<file path="src/rtl/logic_unit_pkg.sv">
// logic_unit_pkg: shared definitions for the pipelined bitwise logic unit.
//   OPW       - opcode width (fixed at 3)
//   LU_MAX_W  - widest operand logic_op can process; units must use WIDTH < LU_MAX_W
//   op_e      - the eight bitwise operations
//   logic_op  - pure combinational evaluation of one operation
package logic_unit_pkg;

  localparam int OPW      = 3;
  localparam int LU_MAX_W = 1024;

  typedef enum logic [OPW-1:0] {
    OP_NOT   = 3'b000,
    OP_AND   = 3'b001,
    OP_OR    = 3'b010,
    OP_XOR   = 3'b011,
    OP_NAND  = 3'b100,
    OP_NOR   = 3'b101,
    OP_XNOR  = 3'b110,
    OP_PASSB = 3'b111
  } op_e;

  // Operands are zero-extended to LU_MAX_W by the caller, which keeps only
  // its own WIDTH low bits of the result (bitwise ops never mix bit lanes).
  function automatic logic [LU_MAX_W-1:0] logic_op(
    input op_e                 op,
    input logic [LU_MAX_W-1:0] a,
    input logic [LU_MAX_W-1:0] b
  );
    logic [LU_MAX_W-1:0] r;
    r = '0;
    case (op)
      OP_NOT:   r = ~a;
      OP_AND:   r = a & b;
      OP_OR:    r = a | b;
      OP_XOR:   r = a ^ b;
      OP_NAND:  r = ~(a & b);
      OP_NOR:   r = ~(a | b);
      OP_XNOR:  r = ~(a ^ b);
      OP_PASSB: r = b;
      default:  r = b;
    endcase
    return r;
  endfunction

endpackage

</file>
<file path="src/rtl/logic_unit_stage.sv">
// logic_unit_stage: one valid/ready pipeline register holding a W-bit payload.
//   clk, reset           - clock, async active-high reset
//   in_valid/in_ready    - upstream handshake, in_data payload
//   out_valid/out_ready  - downstream handshake, out_data payload
// The stage refills in the same cycle it empties, so it sustains one
// transfer per clock. Payload is cleared on reset and only changes on accept,
// which keeps out_data stable while the downstream stalls.
module logic_unit_stage #(
  parameter int W = 8
) (
  input  logic         clk,
  input  logic         reset,
  input  logic         in_valid,
  output logic         in_ready,
  input  logic [W-1:0] in_data,
  output logic         out_valid,
  input  logic         out_ready,
  output logic [W-1:0] out_data
);

  logic         valid;
  logic [W-1:0] data;

  assign in_ready  = !valid | out_ready;
  assign out_valid = valid;
  assign out_data  = data;

  // Occupancy flag and payload register.
  always_ff @(posedge clk or posedge reset) begin
    if (reset) begin
      valid <= 1'b0;
      data  <= '0;
    end else if (in_valid & in_ready) begin
      valid <= 1'b1;
      data  <= in_data;
    end else if (out_ready) begin
      valid <= 1'b0;
    end else begin
      valid <= valid;
    end
  end

endmodule

</file>
<file path="src/rtl/logic_unit_pipe.sv">
// logic_unit_pipe: 2-stage valid/ready bitwise logic unit with accumulator.
//   clk, reset           - clock, async active-high reset
//   in_valid/in_ready    - operand handshake; i0 (A), i1 (B), op, use_acc
//   out_valid/out_ready  - result handshake; o = result
//   acc_o                - accumulator register
//   zero_o, par_o        - result==0 and XOR-reduce of result, present only
//                          when LOGIC_UNIT_FLAGS_EN is defined
// S1 captures the raw transaction; the operation is evaluated on the S1->S2
// transfer, which is also the only instant the accumulator is read or written,
// so chained use_acc transactions see each other's results in order.
// WIDTH must be below logic_unit_pkg::LU_MAX_W.
module logic_unit_pipe
  import logic_unit_pkg::*;
#(
  parameter int WIDTH = 8,
  parameter int OPW   = 3
) (
  input  logic             clk,
  input  logic             reset,
  input  logic             in_valid,
  output logic             in_ready,
  input  logic [WIDTH-1:0] i0,
  input  logic [WIDTH-1:0] i1,
  input  logic [OPW-1:0]   op,
  input  logic             use_acc,
  output logic             out_valid,
  input  logic             out_ready,
  output logic [WIDTH-1:0] o,
  output logic [WIDTH-1:0] acc_o
`ifdef LOGIC_UNIT_FLAGS_EN
  ,
  output logic             zero_o,
  output logic             par_o
`endif
);

  localparam int S1W = 2 * WIDTH + OPW + 1;
`ifdef LOGIC_UNIT_FLAGS_EN
  localparam int S2W = WIDTH + 2;
`else
  localparam int S2W = WIDTH;
`endif

  logic                s1_valid;
  logic [S1W-1:0]      s1_data;
  logic [WIDTH-1:0]    a_reg;
  logic [WIDTH-1:0]    b_reg;
  logic [OPW-1:0]      s1_op;
  logic                s1_use_acc;
  logic                s2_in_ready;
  logic [S2W-1:0]      s2_in_data;
  logic [S2W-1:0]      s2_data;
  logic [WIDTH-1:0]    acc;
  logic [WIDTH-1:0]    a_sel;
  logic [LU_MAX_W-1:0] res_full;
  logic [WIDTH-1:0]    result;
  logic                transfer;
  logic                unused_res_hi;

  logic_unit_stage #(.W(S1W)) u_s1 (
    .clk       (clk),
    .reset     (reset),
    .in_valid  (in_valid),
    .in_ready  (in_ready),
    .in_data   ({use_acc, op, i1, i0}),
    .out_valid (s1_valid),
    .out_ready (s2_in_ready),
    .out_data  (s1_data)
  );

  assign a_reg      = s1_data[WIDTH-1:0];
  assign b_reg      = s1_data[2*WIDTH-1:WIDTH];
  assign s1_op      = s1_data[2*WIDTH+OPW-1:2*WIDTH];
  assign s1_use_acc = s1_data[S1W-1];

  assign a_sel    = s1_use_acc ? acc : a_reg;
  assign res_full = logic_op(op_e'(s1_op), LU_MAX_W'(a_sel), LU_MAX_W'(b_reg));
  assign result   = res_full[WIDTH-1:0];
  // Lanes above WIDTH are scratch from the zero-extended evaluation.
  assign unused_res_hi = ^res_full[LU_MAX_W-1:WIDTH];

  assign transfer = s1_valid & s2_in_ready;

`ifdef LOGIC_UNIT_FLAGS_EN
  assign s2_in_data = {^result, (result == '0), result};
`else
  assign s2_in_data = result;
`endif

  logic_unit_stage #(.W(S2W)) u_s2 (
    .clk       (clk),
    .reset     (reset),
    .in_valid  (s1_valid),
    .in_ready  (s2_in_ready),
    .in_data   (s2_in_data),
    .out_valid (out_valid),
    .out_ready (out_ready),
    .out_data  (s2_data)
  );

  assign o = s2_data[WIDTH-1:0];
`ifdef LOGIC_UNIT_FLAGS_EN
  assign zero_o = s2_data[WIDTH];
  assign par_o  = s2_data[WIDTH+1];
`endif

  // Accumulator: written with the result of a use_acc transaction as it moves to S2.
  always_ff @(posedge clk or posedge reset) begin
    if (reset) begin
      acc <= '0;
    end else if (transfer & s1_use_acc) begin
      acc <= result;
    end else begin
      acc <= acc;
    end
  end

  assign acc_o = acc;

endmodule
</file>
<file path="config.mk">
export PLATFORM = sky130hd
export DESIGN_NAME = logic_unit_pipe
export DESIGN_NICKNAME = d
export VERILOG_FILES = /design/src/rtl/logic_unit_pkg.sv /design/src/rtl/logic_unit_stage.sv /design/src/rtl/logic_unit_pipe.sv
export SDC_FILE = /design/constraint.sdc
export NUM_CORES = 1
export LEC_CHECK = 0
export CORE_AREA = 2 2 74 76
export DETAILED_ROUTE_END_ITERATION = 8
export DIE_AREA = 0 0 76 78
export HOLD_SLACK_MARGIN = 0.03
export PLACE_DENSITY = 0.74
export SLEW_MARGIN = 5
export SYNTH_ARGS = -nofsm -noshare
export SYNTH_HDL_FRONTEND = slang
export SYNTH_SLANG_ARGS = --single-unit
</file>
<file path="constraint.sdc">
create_clock -name clk -period 2.1 [get_ports clk]
set_input_delay 0.21 -clock clk [delete_from_list [all_inputs] [get_ports clk]]
set_output_delay 0.21 -clock clk [all_outputs]
set_load 0.02 [all_outputs]
</file>
Word-level counts from Yosys, hierarchy flattened
Index checks and enable logic that the tools add are counted.
{ "word_totals": {"reg_bits": 38, "input_bits": 24, "output_inout_bits": 18, "word_cells": 35} }
{ "classes": {"n_eq_ne": 7, "n_mux": 6, "n_bitwise": 12, "reduce_logical": 5} }
{ "ops": {"columns": ["cell", "n"], "rows": [
  ["$pmux 8 s8", 1],
  ["$not 8->8", 4],
  ["$eq 3x3->1 const B", 4],
  ["$and 8x8->8", 1],
  ["$mux 8", 1],
  ["$or 8x8->8", 1],
  ["$xor 8x8->8", 1],
  ["$eq 3x2->1 const B", 2],
  ["$mux 1", 4],
  ["$reduce_bool 2->1", 2],
  ["$and 1x1->1", 3],
  ["$eq 3x1->1 const B", 1],
  ["$logic_not 3->1", 1],
  ["$logic_not 1->1", 2],
  ["$or 1x1->1", 2]
]} }

Longest topological paths before layout
{ "logic_depth": {"ltp_word": 5, "mapped_depth": 8, "mapped_depth_nobuf": 7} }

By module
From an unflattened synthesis, not the netlist that was laid out.
{ "unflattened": {"hier_cells": 223, "area_unflattened_um2": 2527.4} }
{ "by_module_without_submodules": {"columns": ["module", "n_inst", "cells_per_inst", "area_each_um2", "seq_area_each_um2"], "rows": [
  ["logic_unit_pipe", 1, 155, 1236.2, 200.2],
  ["logic_unit_stage at u_s1", 1, 47, 902.1, 525.5],
  ["logic_unit_stage at u_s2", 1, 21, 389.1, 225.2]
]} }

Least setup slack after synthesis
OpenSTA, ideal clock, no wires.
{ "synth_path": {"path_kind": "reg2reg", "startpoint": "register u_s1.data[19] (netlist: u_s1.out_data[19])", "endpoint": "register acc[1] (netlist: acc_o[1])", "setup_ps": 76, "arrival_time_ps": 1953, "required_time_ps": 2024, "slack_ps": 71, "path_stages_with_launch": 8, "n_path_buf": 1, "period_less_slack_ps": 2029, "path_cell_list": "dfrtp_1 > buf_4 > mux2_2 > inv_1 > ha_1 > mux2_4 > mux4_2 > o21ai_1"} }
{ "synth_via": {"elab_chain_len": 4, "word_cells_on_any_way": 10, "classes_between": "mux (2); bitwise (8)"} }
{ "synth_lines": {"columns": ["element", "line", "rtl"], "rows": [
  ["start: declaration", "logic_unit_stage.sv:22", "logic [W-1:0] data;"],
  ["start signal: assignment", "logic_unit_stage.sv:35", "data <= in_data;"],
  ["$mux 8", "logic_unit_pipe.sv:76", "assign a_sel = s1_use_acc ? acc : a_reg;"],
  ["$xor 8x8->8, or another cell as far along", "logic_unit_pkg.sv:35, logic_unit_pkg.sv:38", null],
  ["$not 8->8, on equally long branches", "logic_unit_pkg.sv:38, logic_unit_pkg.sv:36, logic_unit_pkg.sv:37", null],
  ["$pmux 8 s8", "logic_unit_pkg.sv:31", "case (op)"],
  ["end signal: assignment", "logic_unit_pipe.sv:112", "acc <= result;"],
  ["end: declaration", "logic_unit_pipe.sv:53", "logic [WIDTH-1:0] acc;"]
]} }
Several ways; a longest one is shown, not always the timed one.
A chain may end at the register's enable or synchronous reset.

Final worst setup path
{ "layout_path": {"startpoint": "register u_s1.data[19] (netlist: u_s1.out_data[19])", "endpoint": "register u_s2.data[5] (netlist: u_s2.out_data[5])"} }
{ "layout_via": {"elab_chain_len": 4, "word_cells_on_any_way": 9, "classes_between": "mux (2); bitwise (7)"} }
{ "layout_lines": {"columns": ["element", "line"], "rows": [
  ["$mux 8 *", "logic_unit_pipe.sv:76"],
  ["$xor 8x8->8, or another cell as far along", "logic_unit_pkg.sv:35, logic_unit_pkg.sv:38"],
  ["$not 8->8, on equally long branches", "logic_unit_pkg.sv:38, logic_unit_pkg.sv:36, logic_unit_pkg.sv:37"],
  ["$pmux 8 s8 *", "logic_unit_pkg.sv:31"],
  ["end signal: assignment", "logic_unit_stage.sv:35"],
  ["end: declaration", "logic_unit_stage.sv:22"]
]} }
Every way passes the cells marked *; elsewhere a longest branch is shown, timed or not.

==> run summary <==
Storage cell area -> 951 um^2
Startpoint types -> flip-flop
Yosys cell types -> 37
Yosys Warn Count -> 0
Multi-input combinational cell area -> 1330 um^2
Die Area -> 5930 um^2
Fmax -> 471 MHz
Cell family with most CP delay -> multiplexers
Reg2Reg Launch Point -> u_s1.out_data[19]
Via Count -> 1849
Vias in the first global route -> 1795
Layout cells sized above 1 -> 25.3%
Worst Setup End Kind -> flip-flop
Post-Syn Nets -> 262
Final Util -> 61.0%
Setup ws final -> -0.0244 ns
Routed wire per std cell -> 15.3 um
Final antenna-violating net count -> 0
Std-Cell Rows -> 26
CP arrival -> 2.30 ns
Die outline height -> 78 um
Reg clk slew, reported paths -> 0.08 ns
Power Density -> 1070 nW/um^2
Clock Skew -> 0.00456 ns
Largest net degree at the start of global routing -> 39
Max cap viols -> 0
GRT busiest layer -> met2
Critical path peak fanout -> 6
Core area -> 5040 um^2
Initial core utilization -> 46.7%
Synth Area per Inst -> 10.6 um^2
CP max-delay cell -> dfrtp_1
VDD IR max -> 555 uV
Hold Slack -> 0.331 ns
Area Overhead vs Synth -> 30.5%
Largest buffer count on any clock path -> 2
TritonCTS clock tree -> done
Gr ovfl total -> 0
Clock Tree Root -> clkbuf_8
Initial drt markers -> 115
CP Depth -> 9
Final WL -> 5240 um
Tightest Hold Check Type -> in2async
Final min period -> 2.12 ns
Cell Area, Placed -> 2870 um^2
Via density -> 5.39
First-pass GRT wire length -> 8510 um
Initial antenna violation count -> 0
Leak pwr -> 1.38 nW
DPL Wire Length -> 3730 um
Clock latency on the worst-skew pair -> 0.29 ns
Cell Area, Synth -> 2360 um^2
I/O pin total -> 42
Die width -> 76 um
Filler cell count -> 441
Failing checks -> negative setup slack
H-tree depth -> 2
Final Cycle Share -> 101%
Critical path, cell by cell -> buf_6 -> mux2i_4 -> buf_4 -> inv_1 -> ha_1 -> mux2i_1 -> a31oi_1 -> o22ai_2 -> mux2_4
R2R cell count -> 9
GRT Overall Usage -> 18.1%
Critical Path Max Stage Delay -> 0.43 ns
IO buf count -> 41
Layout net count -> 312
Remaining routing DRC violations -> 0
M2 GR Usage -> 31.3%
Post-route cell area -> 3080 um^2
Grt met3 use -> 4.30%
Cts bufs inserted -> 5
Slew @ Worst Pin -> 0.540 ns
Sequential fraction of the synthesis area -> 40.3%
Final setup fails -> 2
RSZ-0062 raised after global routing -> true
TritonRoute pass-1 iters -> 4
Endpoints failing hold -> 0
Flops & latches, synth -> 38
TNS Setup -> -0.0365 ns
Cells after Synth -> 222
Final Wtd Congestion -> 0.784
Critical path class -> reg2reg
Post-synth EDFFs -> 0
DP Worst Slack -> -0.0235 ns
GRT met1 Usage -> 22.5%
Clock sinks -> 38
Buf/Inv on CP -> 3
Final Slew Violations -> 0
Synth Flop Type -> dfrtp_1
Setup crit start -> u_s1.out_data[19]
N_diodes -> 0
Hold buffers post-CTS -> 0
Status -> finished, violations left
WP data required -> 2.28 ns
Async set-reset flop share out of synthesis -> 100%
Max-slew headroom -> 63.9%
## placed cells by master (no fill, tap or decap), types with 3 or more instances in the layout
master,instances
inv_1,18
clkdlybuf4s50_1,41
clkbuf_8,6
buf_4,15
mux2_2,25
nor2_2,3
mux2i_1,6
o211ai_1,5
mux2_4,5
a31oi_1,6
nor2_1,12
o31ai_1,7
mux2i_2,4
dfrtp_1,38
ha_1,14
nor2b_1,6
nand2_1,16
o22a_1,3
nand2b_1,6
a22o_1,6
## per-layer routing
metal,vias to the layer above,share of wire [%]
li1,887,-
met5,-,0
met3,7,4.0
met2,43,49
met4,0,1.2
met1,912,45
## registers in the layout (all words and copies together) (netlist names)
signal and count:
u_s1.out_valid 1, u_s2.out_valid 1, u_s1.out_data 20, acc_o 8, u_s2.out_data 8
## worst register-to-register path, delay by kind of cell (launching register included)
kind | cells | cell delay [ns]
AOI/OAI and AO/OA | 2 | 0.34
adders and majority gates | 1 | 0.18
buffers and inverters | 3 | 0.37
DFF | 1 | 0.43
muxes | 3 | 0.69
## through the flow
step,std cells,total power [mW]
detailed placement,333,2.62
finish,343,3.30
floorplan,222,2.06
global placement,333,2.58
CTS,341,3.16
global route,343,3.52
## cells in the mapped netlist, types with 7 or more instances
library cell	number	area share [%]
nand2_1	16	2.5
o31ai_1	7	2.2
nor2_1	12	1.9
dfrtp_1	38	40
mux2_2	26	12
ha_1	16	8.5
mux2i_1	12	5.1
inv_1	18	2.9
## cells by family (layout without fill, tap and decap cells)
group | after synthesis | count (layout) | synth area share, %
buffers and inverters | 34 | 85 | 7.17
muxes | 43 | 43 | 20.5
adders and majority gates | 16 | 16 | 8.49
DFF | 38 | 38 | 40.3
AOI/OAI and AO/OA | 40 | 40 | 12.8
and+or+nand+nor | 51 | 51 | 10.6
## power breakdown
group	leakage (nW)	switching, mW	internal (mW)	total, mW
clock	0.0482	0.260	0.265	0.525
sequential	0.451	0.198	0.927	1.13
combinational	0.878	0.756	0.892	1.65
total	1.38	1.21	2.08	3.30
## path summary, 6_finish.rpt
path	end	slack [ns]
hold / removal	u_s1.out_data[0]	0.33
min in group clk	u_s2.out_data[2]	0.48
setup reg to reg	u_s2.out_data[5]	-0.02
max in group asynchronous	u_s1.out_data[7]	1.43
hold reg to reg	u_s2.out_data[2]	0.48
setup / recovery	u_s2.out_data[5]	-0.02
## timing repair
| action | in CTS | in global routing |
|---|---|---|
| resized for setup | 1 | 17 |
| endpoints found under the setup margin | 2 | 15 |
| setup buffers | 0 | 2 |
| pin swaps | 0 | 4 |
## final cells by class
class | instances | share of cell area (%)
sequential | 38 | 30.9
clock inverter | 1 | 0.163
tap | 70 | 2.85
inverter | 19 | 2.32
clock buffer | 7 | 2.81
multi-input combinational | 150 | 43.2
timing repair buffer | 58 | 17.7
Power figures use the tool's default switching activity.
